**config.mk**
```make
export PLATFORM = sky130hd
export DESIGN_NAME = read_pointer_handler_sync
export DESIGN_NICKNAME = d
export VERILOG_FILES = /design/src/rtl/read_pointer_handler_sync.sv
export SDC_FILE = /design/constraint.sdc
export NUM_CORES = 1
export LEC_CHECK = 0
export CORE_MARGIN = 8
export CORE_UTILIZATION = 32
export CTS_BUF_LIST = sky130_fd_sc_hd__clkbuf_8
export CTS_CLUSTER_SIZE = 24
export DETAILED_ROUTE_END_ITERATION = 10
export GPL_TIMING_DRIVEN = 0
export PLACE_DENSITY = 0.57
export SETUP_SLACK_MARGIN = 0.2
export SYNTH_ARGS = -nofsm -noshare
export SYNTH_HDL_FRONTEND = slang
export SYNTH_SLANG_ARGS = --single-unit
```
**constraint.sdc**
```tcl
create_clock -name clk_rx -period 3.1 [get_ports clk_rx]
set_input_delay 0.31 -clock clk_rx [delete_from_list [all_inputs] [get_ports clk_rx]]
set_output_delay 0.31 -clock clk_rx [all_outputs]
set_load 0.05 [all_outputs]
```
**src/rtl/read_pointer_handler_sync.sv**
```systemverilog
// Read-side pointer handler for an async FIFO (rx clock domain).
// Synchronises the remote gray write pointer and derives empty, occupancy and the exported gray read pointer.
module read_pointer_handler_sync #(
    parameter int ADDR_WIDTH    = 3,
    parameter int SYNC_STAGES   = 2,
    parameter int AEMPTY_THRESH = 1
) (
    input  logic                  clk_rx,
    input  logic                  rst_rx,
    input  logic                  pop,
    input  logic [ADDR_WIDTH:0]   graycoded_write_pointer,
    output logic                  empty,
    output logic                  almost_empty,
    output logic [ADDR_WIDTH-1:0] read_pointer,
    output logic [ADDR_WIDTH:0]   graycoded_read_pointer,
    output logic [ADDR_WIDTH:0]   rd_count,
    output logic                  underflow
);

    localparam int PW = ADDR_WIDTH + 1;

    function automatic logic [PW-1:0] bin2gray(input logic [PW-1:0] b);
        return b ^ (b >> 1);
    endfunction

    // XOR-prefix decode, MSB first
    function automatic logic [PW-1:0] gray2bin(input logic [PW-1:0] g);
        logic [PW-1:0] b;
        b[PW-1] = g[PW-1];
        for (int i = PW - 2; i >= 0; i--) begin
            b[i] = b[i+1] ^ g[i];
        end
        return b;
    endfunction

    logic [SYNC_STAGES-1:0][PW-1:0] wsync_q;
    logic [PW-1:0]                  rcnt_q, rcnt_d;
    logic [PW-1:0]                  rgray_q;
    logic                           underflow_q, underflow_d;
    logic [PW-1:0]                  synced_wptr;
    logic [PW-1:0]                  wbin;
    logic                           pop_ok;

    assign synced_wptr = wsync_q[SYNC_STAGES-1];
    assign wbin        = gray2bin(synced_wptr);

    assign empty        = (bin2gray(rcnt_q) == synced_wptr);
    assign rd_count     = wbin - rcnt_q;
    assign almost_empty = (rd_count <= PW'(AEMPTY_THRESH));
    assign read_pointer = rcnt_q[ADDR_WIDTH-1:0];

    assign graycoded_read_pointer = rgray_q;
    assign underflow              = underflow_q;

    // Empty check uses the pre-edge synchronised pointer, so a pop racing a
    // write-pointer update is judged against the old view.
    assign pop_ok      = pop && !empty;
    assign rcnt_d      = pop_ok ? rcnt_q + PW'(1) : rcnt_q;
    assign underflow_d = underflow_q | (pop && empty);

    always_ff @(posedge clk_rx) begin
        if (rst_rx) begin
            wsync_q     <= '0;
            rcnt_q      <= '0;
            rgray_q     <= '0;
            underflow_q <= 1'b0;
        end else begin
            // Pure flop chain: nothing may sit between stages.
            wsync_q     <= {wsync_q[SYNC_STAGES-2:0], graycoded_write_pointer};
            rcnt_q      <= rcnt_d;
            rgray_q     <= bin2gray(rcnt_q);
            underflow_q <= underflow_d;
        end
    end

endmodule

```
* After elaboration in Yosys (flattened, before gate mapping) *
Cells that the tools add are included.

storage, ports and cells
  word-level logic and storage cells = 17
  output and inout port bits = 14
  flip-flop bits (word level) = 17

cells by class
  $add $sub $neg = 2
  order comparisons = 1
  equality and inequality tests = 1
  bitwise operators = 5
  reductions and logical operators = 3

operator list
  cell                 number
  $add 4x1->4 const B  1
  $eq 4x4->1           1
  $le 4x1->1 const B   1
  $sub 4x4->4          1
  $xor 4x3->4          1
  $xor 1x1->1          3
  $logic_and 1x1->1    2
  $logic_not 1->1      1
  $or 1x1->1           1

* Longest topological paths before layout *
Gate-level depths: netlist of the first run.

  depth after elaboration = 5
  depth in mapped cells = 8
  gate-level depth less buffers = 8

* Least setup slack after synthesis of the first run *
No wires, ideal clock.

  path type = register -> output
  start point = register wsync_q, in the netlist synced_wptr[3]
  end point = output port almost_empty
  required time = 2.790 ns
  slack = -0.412 ns
  arrival = 3.202 ns
  buffers on the path = 0
  cell stages (with the launch flop) = 8
  cells stage by stage = dfxtp_1 > xor2_1 > xnor2_1 > xor2_1 > ha_1 > fa_1 > xnor2_1 > a211oi_1

on the way
  longest elaborated chain between the ends = 5

ends and longest elaborated chain
  what                      RTL line  text
  from (decl)               36        logic [SYNC_STAGES-1:0][PW-1:0] wsync_q;
  from (signal assigned)    69        wsync_q <= {wsync_q[SYNC_STAGES-2:0], graycoded_write_pointer};
  $xor 1x1->1 *             31        b[i] = b[i+1] ^ g[i];
  $xor 1x1->1 (2 in a row)  31
  $sub 4x4->4 *             48        assign rd_count = wbin - rcnt_q;
  net rd_count[2]           16        output logic [ADDR_WIDTH:0] rd_count,
  $le 4x1->1 *              49        assign almost_empty = (rd_count <= PW'(AEMPTY_THRESH));
  to (decl)                 13        output logic almost_empty,

Mark *: on every way through the listed nets, which the timed path passes. The rest lies on a longest branch.

* Worst setup path after layout of the first run *
  start point = register wsync_q, in the netlist synced_wptr[3]
  end point = output port rd_count[2]

on the way
  longest elaborated chain between the ends = 4

ends and longest elaborated chain
  what                      RTL line
  $xor 1x1->1 *             31
  $xor 1x1->1 (2 in a row)  31
  $sub 4x4->4 *             48
  to (decl)                 16

Mark *: on every way between the ends. The rest lies on a longest branch, timed or not.

==> results.ini, run 1 <==
[run_status]
outcome=completed

[placement]
preCtsSetupSlack_ns=-0.08547
place_congestion=0.6442
dp_hpwl_um=1232
io_buffer_count=20
post_dp_cell_area_mm2=0.001047

[final_layout]
diodes=0
drive_gt1_share_pct=18.00
stdcell_area_mm2=0.001111
nets=114
mostFrequentLayoutCells=dfxtp_1, clkdlybuf4s50_1, nor2b_1
final_common_cell=dfxtp_1
fillers=241
areaGrowthSynthToFinish_pct=40.73

[routing]
drtIter0Drc=4
dr.pass1.iters=2
final_antenna_net_count=0
num_vias=580
drt-total-wl_um=1489
viasPerCell=4.462
route.detailed.wl_per_inst_um=11.45
drc_errors=0

[worst_setup_path]
worstSetupEndpointType=primary output
timing.rr.start=rcnt_q[2]
cp_num_cells=7
ff2ff_setup_slack_ns=1.14
r2r-end=rcnt_q[1]
crit_top_cell=xnor2_2
cp.required_ns=2.79
reg2reg_depth=4
worstSetupPathType=reg -> out
crit_slowest_cell=fa_1
slowest_delay_ns=0.42
worst-path-buf-inv=1
critPathMaxFanout=3
critPathTopFamily=XOR/XNOR gates
cp_data_arrival_time_ns=2.45
crit_chain=xor2_2 -> xnor2_2 -> xor2_1 -> ha_1 -> fa_1 -> xnor2_2 -> clkdlybuf4s15_2
start_kind=flip-flop

[floorplanning]
core-area_mm2=0.002410
die_w_um=65.67
dieArea_mm2=0.004313
die_y_um=65.67
start_util_pct=32.76
ios=21
placementRows=18

[clock_tree]
postCtsHoldBufs=0
cts_tree=done
clockBufferDepth=2
root_buffer=clkbuf_8
cts_setup_buffers=0
clk_pin_slew_ns=0.06
cts_sinks=17
cts_max_level=1
clock_latency_ns=0.25
numCtsBuffers=3

[timing]
finalHoldViolCount=0
setup_viol=0
fmax_ghz=0.3618
fin_skew_ns=0.002845
whs_ns=0.4375
slew_headroom_pct=66.24
slew_violations=0
rsz0062_at_grt=no
min_period_ns=2.764
fin_crit_sh_pct=89.17
setup_slack_ns=0.3357
tightest_slew_ns=0.5056

[grt]
gr-usage-all-layers_pct=7.649
grt_pass1_vias=622
grt_first_pass_wirelength_um=2539
gr-total-overflow=0
antenna_found_initial=0
grt_start_max_net_pins=11

[power_and_ir_drop]
p_per_area_mw_per_mm2=719.8
p_int_uw=464.5
pwr-share-clk_pct=19.7
pwr-share-comb_pct=49.0
p_leak_nw=0.4956
seqPwrFrac_pct=31.3
ir_worst_vdd_mv=0.3878
design_power_total_uw=799.7
swShare_pct=41.92
p_switching_uw=335.2

[min_path]
holdPathStages=1
whs_endpoint=synced_wptr[1]
hold_start=wsync_q[1]
min_path_type=reg -> reg

[logic_synthesis]
syn-instance-count=76
ys.warnings.count=0
syn_area_um2=789.5
synth_seq_area_share_pct=43.11
ys_ff_latch=17
syn_nets=89
avgSynthCellArea_um2=10.39
ys_types=24

[job]
max_cap_viol_count=0

metal layers:
| metal | up-vias | GRT usage, % | part of all wire, % |
|---|---|---|---|
| met5 | - | 0 | 0 |
| met1 | 267 | 7.150 | 39 |
| li1 | 291 | - | - |
| met4 | 0 | 6.540 | 2.6 |
| met2 | 18 | 13.03 | 50 |
| met3 | 4 | 2.721 | 8.5 |
worst reg2reg max path, delay by kind of cell (launching register included):
family | cells | cell delay, ns
AOI/OAI and AO/OA | 1 | 0.49
xor gates and xnor gates | 1 | 0.20
adders and majority gates | 1 | 0.31
DFF | 1 | 0.46
muxes | 1 | 0.39
registers in the layout (all words and copies together) (netlist names):
signal                  flops
underflow                   1
synced_wptr                 4
wsync_q                     4
graycoded_read_pointer      4
rcnt_q                      4
cell usage after synthesis:
library cell	number	area, um^2
nand2_1	2	7.510
a21o_1	1	7.510
nor2_1	4	15.01
clkbuf_1	1	3.750
a211oi_1	1	7.510
and2b_2	1	8.760
o41ai_4	1	27.53
buf_4	3	22.52
nor2b_1	11	68.82
xor3_2	1	25.02
ha_1	5	62.56
xnor2_1	3	26.28
xor2_1	6	52.55
a21oi_1	2	10.01
or4_1	1	7.510
o21ai_0	3	15.01
inv_1	7	26.28
nor4_1	1	6.260
dfxtp_1	17	340.3
fa_1	1	20.02
and2_1	1	6.260
nand3_1	1	5.000
mux2_2	1	11.26
or3_1	1	6.260
cell families (layout without fill, tap and decap cells):
group | count (synthesis) | after routing | synth area share, %
DFF | 17 | 17 | 43.11
xor gates and xnor gates | 10 | 10 | 13.15
buffers and inverters | 11 | 35 | 6.656
and+or+nand+nor | 23 | 23 | 16.64
AOI/OAI and AO/OA | 8 | 8 | 8.559
muxes | 1 | 1 | 1.426
adders and majority gates | 6 | 6 | 10.46
per-stage QoR:
| stage | utilization [%] | TNS [ns] | std cells |
|---|---|---|---|
| 6_report | 46.11 | 0 | 130 |
| 3_5_place_dp | 43.46 | -0.08547 | 126 |
| 5_1_grt | 46.11 | 0 | 130 |
| 2_1_floorplan | - | 0 | 76 |
| 4_1_cts | 45.53 | 0 | 130 |
| 3_3_place_gp | 43.46 | -0.03214 | 126 |
final cells by class:
| type | instances | area, um^2 | area share [%] |
|---|---|---|---|
| clock buffers | 3 | 41.29 | 3.716 |
| repair buffers | 20 | 203.9 | 18.36 |
| well taps | 30 | 37.54 | 3.378 |
| flip-flops and latches | 17 | 340.3 | 30.63 |
| multi-input cells | 48 | 431.7 | 38.85 |
| clock inverters | 1 | 3.754 | 0.3378 |
| inverters | 7 | 26.28 | 2.365 |
| plain buffers | 4 | 26.28 | 2.365 |
power groups by stage:
stage               sequential (mW)  combinational [mW]  clock (mW)
floorplan                     0.276               0.263           0
global placement              0.255               0.395           0
detailed placement            0.255               0.404           0
CTS                           0.250               0.399       0.169
global route                  0.253               0.420       0.174
finish                        0.250               0.392       0.157
timing repair:
action | in CTS | in global routing
setup endpoints to repair | 4 | 4
gates resized for setup | 12 | 7
gates cloned | 0 | 0
how the worst max path moves through the flow:
stage,startpoint,end,slack [ns]
floorplan,rcnt_q[2],underflow,0.22
global placement,synced_wptr[3],almost_empty,-0.03
detailed placement,synced_wptr[3],almost_empty,-0.09
CTS,synced_wptr[3],almost_empty,0.08
global route,synced_wptr[3],rd_count[2],0.20
finish,synced_wptr[3],rd_count[2],0.34
(Power assumes the default switching activity.)
==> inputs of run 2 (changes only) <==
--- a/config.mk
+++ b/config.mk
@@ -5,7 +5,6 @@
 export SDC_FILE = /design/constraint.sdc
 export NUM_CORES = 1
 export LEC_CHECK = 0
-export CORE_MARGIN = 8
 export CORE_UTILIZATION = 32
 export CTS_BUF_LIST = sky130_fd_sc_hd__clkbuf_8
 export CTS_CLUSTER_SIZE = 24
==> results.ini, run 2 (synthesized netlist as in run 1, its figures left out) <==
[min_path]
min_path_type=reg -> reg

[grt]
grt_first_pass_wirelength_um=2373
antenna_found_initial=0
gr-usage-all-layers_pct=12.40
gr-total-overflow=0
grt_start_max_net_pins=11
grt_pass1_vias=576

[timing]
fin_crit_sh_pct=88.01
finalHoldViolCount=0
slew_violations=0
tightest_slew_ns=0.5097
fmax_ghz=0.3665
slew_headroom_pct=65.96
fin_skew_ns=0.002863
whs_ns=0.4356
min_period_ns=2.728
rsz0062_at_grt=no
setup_viol=0

[clock_tree]
cts_max_level=1
cts_sinks=17
clockBufferDepth=2
numCtsBuffers=3
clk_pin_slew_ns=0.06
clock_latency_ns=0.25
root_buffer=clkbuf_8
cts_tree=done
postCtsHoldBufs=0

[floorplanning]
placementRows=17
ios=21
die_y_um=51.67
die_w_um=51.67
dieArea_mm2=0.002670
start_util_pct=34.69
core-area_mm2=0.002276

[final_layout]
stdcell_count=129
drive_gt1_share_pct=19.80
diodes=0
nets=115
areaGrowthSynthToFinish_pct=39.94
mostFrequentLayoutCells=dfxtp_1, clkdlybuf4s50_1, nor2b_1
final_common_cell=dfxtp_1
fillers=223

[routing]
drtIter0Drc=3
num_vias=566
drt-total-wl_um=1305
drc_errors=0
dr.pass1.iters=2
route.detailed.wl_per_inst_um=10.12
viasPerCell=4.388
final_antenna_net_count=0

[worst_setup_path]
worstSetupEndpointType=primary output
critPathTopFamily=XOR/XNOR gates
cp.required_ns=2.79
worstSetupPathType=reg -> out
critPathMaxFanout=3
worst-path-buf-inv=1
slowest_delay_ns=0.41
crit_chain=xor2_2 -> xnor2_2 -> xor2_1 -> ha_1 -> fa_1 -> xnor2_2 -> a211oi_4 -> clkbuf_4
start_kind=flip-flop
crit_slowest_cell=fa_1
cp_data_arrival_time_ns=2.42
crit_top_cell=xnor2_2

[power_and_ir_drop]
ir_worst_vdd_mv=0.3859
p_per_area_mw_per_mm2=719.1
p_leak_nw=0.4993

[placement]
placed_cells=124
io_buffer_count=20
place_congestion=0.6322
dp_hpwl_um=1025

[run_status]
outcome=completed

[job]
max_cap_viol_count=0

## run 2: changes by cell type in the layout (fill, tap and decap cells not counted)
cell	before	now
clkinv_2	0	1
clkdlybuf4s15_2	3	1
o21ai_0	2	3
buf_2	0	2
o21ai_1	1	0
buf_4	3	4
inv_1	8	7
## run 2: routing by layer
| layer | vias up | track usage (%) | routed length (um) |
|---|---|---|---|
| li1 | 293 | - | - |
| met1 | 254 | 13.02 | 546 |
| met2 | 17 | 22.08 | 682 |
| met3 | 2 | 2.632 | 67 |
| met4 | 0 | 8.108 | 8 |
| met5 | - | 0 | 0 |
## run 2: report_power, final
part	leakage, nW	switching, mW	internal [mW]	total, mW
clock network	0.0255	0.0701	0.0889	0.159
logic	0.334	0.249	0.136	0.385
registers	0.139	0.0144	0.236	0.250
total	0.499	0.333	0.461	0.794
## run 2: worst paths after layout
path | startpoint | end | slack [ns] | cells past startpoint
setup / recovery | synced_wptr[3] | almost_empty | 0.37 | 8
hold / removal | wsync_q[0] | synced_wptr[0] | 0.44 | 1
setup reg to reg | rcnt_q[2] | rcnt_q[1] | 1.14 | 4
hold reg to reg | wsync_q[0] | synced_wptr[0] | 0.44 | 1
## run 2: layout make-up
class | count | area, um^2 | share of cell area (%)
plain buffers | 4 | 26.28 | 2.378
clock buffers | 3 | 41.29 | 3.737
clock inverters | 1 | 5.005 | 0.4530
inverters | 7 | 26.28 | 2.378
multi-input cells | 48 | 431.7 | 39.07
flip-flops and latches | 17 | 340.3 | 30.80
well taps | 28 | 35.03 | 3.171
repair buffers | 21 | 198.9 | 18.01
## run 2: repair_timing
item,CTS,global route
setup buffers,0,1
pin swaps,0,1
gates resized for setup,18,4
endpoints found under the setup margin,4,3
## run 2: metrics by stage
| stage | setup WS [ns] | util [%] | power [mW] | setup TNS, ns | instance area (um^2) |
|---|---|---|---|---|---|
| 5_1_grt | 0.2057 | 48.54 | 0.8418 | 0 | 1105 |
| 2_1_floorplan | 0.2215 | - | 0.5385 | 0 | 809.5 |
| 3_3_place_gp | -0.02153 | 45.90 | 0.6462 | -0.02153 | 1045 |
| 6_report | 0.3716 | 48.54 | 0.7944 | 0 | 1105 |
| 4_1_cts | 0.2618 | 48.27 | 0.8065 | 0 | 1099 |
| 3_5_place_dp | -0.06599 | 45.90 | 0.6534 | -0.06599 | 1045 |
==> inputs of run 3 (changes only) <==
--- a/config.mk
+++ b/config.mk
@@ -5,12 +5,15 @@
 export SDC_FILE = /design/constraint.sdc
 export NUM_CORES = 1
 export LEC_CHECK = 0
+export CAP_MARGIN = 20
+export CELL_PAD_IN_SITES_DETAIL_PLACEMENT = 1
+export CELL_PAD_IN_SITES_GLOBAL_PLACEMENT = 2
 export CORE_UTILIZATION = 32
 export CTS_BUF_LIST = sky130_fd_sc_hd__clkbuf_8
 export CTS_CLUSTER_SIZE = 24
 export DETAILED_ROUTE_END_ITERATION = 10
 export GPL_TIMING_DRIVEN = 0
-export PLACE_DENSITY = 0.57
+export PLACE_DENSITY = 0.84
 export SETUP_SLACK_MARGIN = 0.2
 export SYNTH_ARGS = -nofsm -noshare
 export SYNTH_HDL_FRONTEND = slang
==> results.ini, run 3 (synthesized netlist as in run 1, its figures left out) <==
[worst_setup_path]
r2r-end=rcnt_q[1]
timing.rr.start=rcnt_q[2]
cp-endpoint=almost_empty
cp_data_arrival_time_ns=2.50
ff2ff_setup_slack_ns=1.11
crit_top_cell=xnor2_2
reg2reg_depth=4
critPathMaxFanout=3
worstSetupPathType=reg -> out
slowest_delay_ns=0.42
crit_chain=xor2_2 -> xnor2_2 -> xor2_1 -> ha_1 -> fa_1 -> xnor2_2 -> a211oi_4 -> buf_2
cp.required_ns=2.79
worstSetupEndpointType=primary output
crit_slowest_cell=fa_1
start_kind=flip-flop
crit_start=synced_wptr[2]

[placement]
dp_hpwl_um=1243
placed_cells=124
post_dp_cell_area_mm2=0.001045
place_congestion=0.6331
io_buffer_count=20

[timing]
rsz0062_at_grt=yes
slew_violations=0
fin_skew_ns=0.003211
slew_headroom_pct=66.13
fin_crit_sh_pct=90.57
tightest_slew_ns=0.5072
fmax_ghz=0.3562
min_period_ns=2.808
whs_ns=0.4381
setup_viol=0
finalHoldViolCount=0

[floorplanning]
dieArea_mm2=0.002670
placementRows=17
die_y_um=51.67
core-area_mm2=0.002276
ios=21
die_w_um=51.67
start_util_pct=34.69

[grt]
grt_pass1_vias=645
grt_first_pass_wirelength_um=2725
gr-total-overflow=0
grt_start_max_net_pins=11
gr-usage-all-layers_pct=14.18
antenna_found_initial=0

[routing]
drc_errors=0
num_vias=595
final_antenna_net_count=0
dr.pass1.iters=1
drt-total-wl_um=1596
route.detailed.wl_per_inst_um=12.37
viasPerCell=4.612
drtIter0Drc=0

[final_layout]
stdcell_area_mm2=0.001112
nets=115
areaGrowthSynthToFinish_pct=40.89
diodes=0
mostFrequentLayoutCells=dfxtp_1, clkdlybuf4s50_1, nor2b_1
drive_gt1_share_pct=18.81
fillers=256
utilization_pct=48.87
stdcell_count=129
final_common_cell=dfxtp_1

[clock_tree]
cts_sinks=17
cts_tree=done
clock_latency_ns=0.25
clk_pin_slew_ns=0.06
root_buffer=clkbuf_8
clockBufferDepth=2
numCtsBuffers=3
postCtsHoldBufs=0
cts_max_level=1

[power_and_ir_drop]
p_per_area_mw_per_mm2=722.9
ir_worst_vdd_mv=0.3327
p_leak_nw=0.5003

[run_status]
outcome=completed

[job]
max_cap_viol_count=0

[min_path]
min_path_type=reg -> reg

run 3: where the power goes:
part	total, mW	switching [mW]	internal [mW]
combinational	0.392	0.251	0.140
sequential	0.252	0.0154	0.236
clock	0.161	0.0728	0.0879
run 3: cell type report:
cell class | count | area (um^2) | area share, %
multi-input combinational | 48 | 431.7 | 38.81
sequential | 17 | 340.3 | 30.60
timing repair buffer | 21 | 207.7 | 18.67
clock buffer | 3 | 41.29 | 3.712
tap | 28 | 35.03 | 3.150
buffer | 4 | 26.28 | 2.362
inverter | 7 | 26.28 | 2.362
clock inverter | 1 | 3.754 | 0.3375
run 3: worst min-delay path by stage:
stage	from	to	slack (ns)	depth (start not counted)
after floorplan	rst_rx	synced_wptr[3]	0.38	1
after global placement	wsync_q[1]	synced_wptr[1]	0.42	1
after detailed placement	wsync_q[1]	synced_wptr[1]	0.43	1
after CTS	wsync_q[1]	synced_wptr[1]	0.45	1
after global routing	wsync_q[1]	synced_wptr[1]	0.46	1
final	wsync_q[2]	synced_wptr[2]	0.44	1
run 3: routing by layer:
metal / GRT usage, % / share of wire, % / wire length (um)
met1: 13.90 / 40 / 637
met2: 27.06 / 54 / 860
met4: 9.459 / 2.8 / 44
met5: 0 / 0 / 0
met3: 2.047 / 3.4 / 54
run 3: repair_timing:
action,in CTS,in global routing
gates cloned,0,0
setup buffers,0,1
gates resized for setup,15,3
endpoints found under the setup margin,4,4
pin swaps,0,1
run 3: per-stage QoR:
step,TNS [ns],total power [mW],worst slack [ns]
global placement,-0.02600,0.6468,-0.02600
CTS,0,0.8144,0.1872
floorplan,0,0.5385,0.2215
global route,0,0.8427,0.1670
finish,0,0.8041,0.2922
detailed placement,-0.1256,0.6579,-0.1212
run 3: worst max-delay path: cells and delay by family (launching register included):
kind,cells,cell delay [ns]
AOI/OAI and AO/OA,1,0.20
DFF,1,0.39
buffers and inverters,1,0.29
adders and majority gates,2,0.65
xor gates and xnor gates,4,0.71
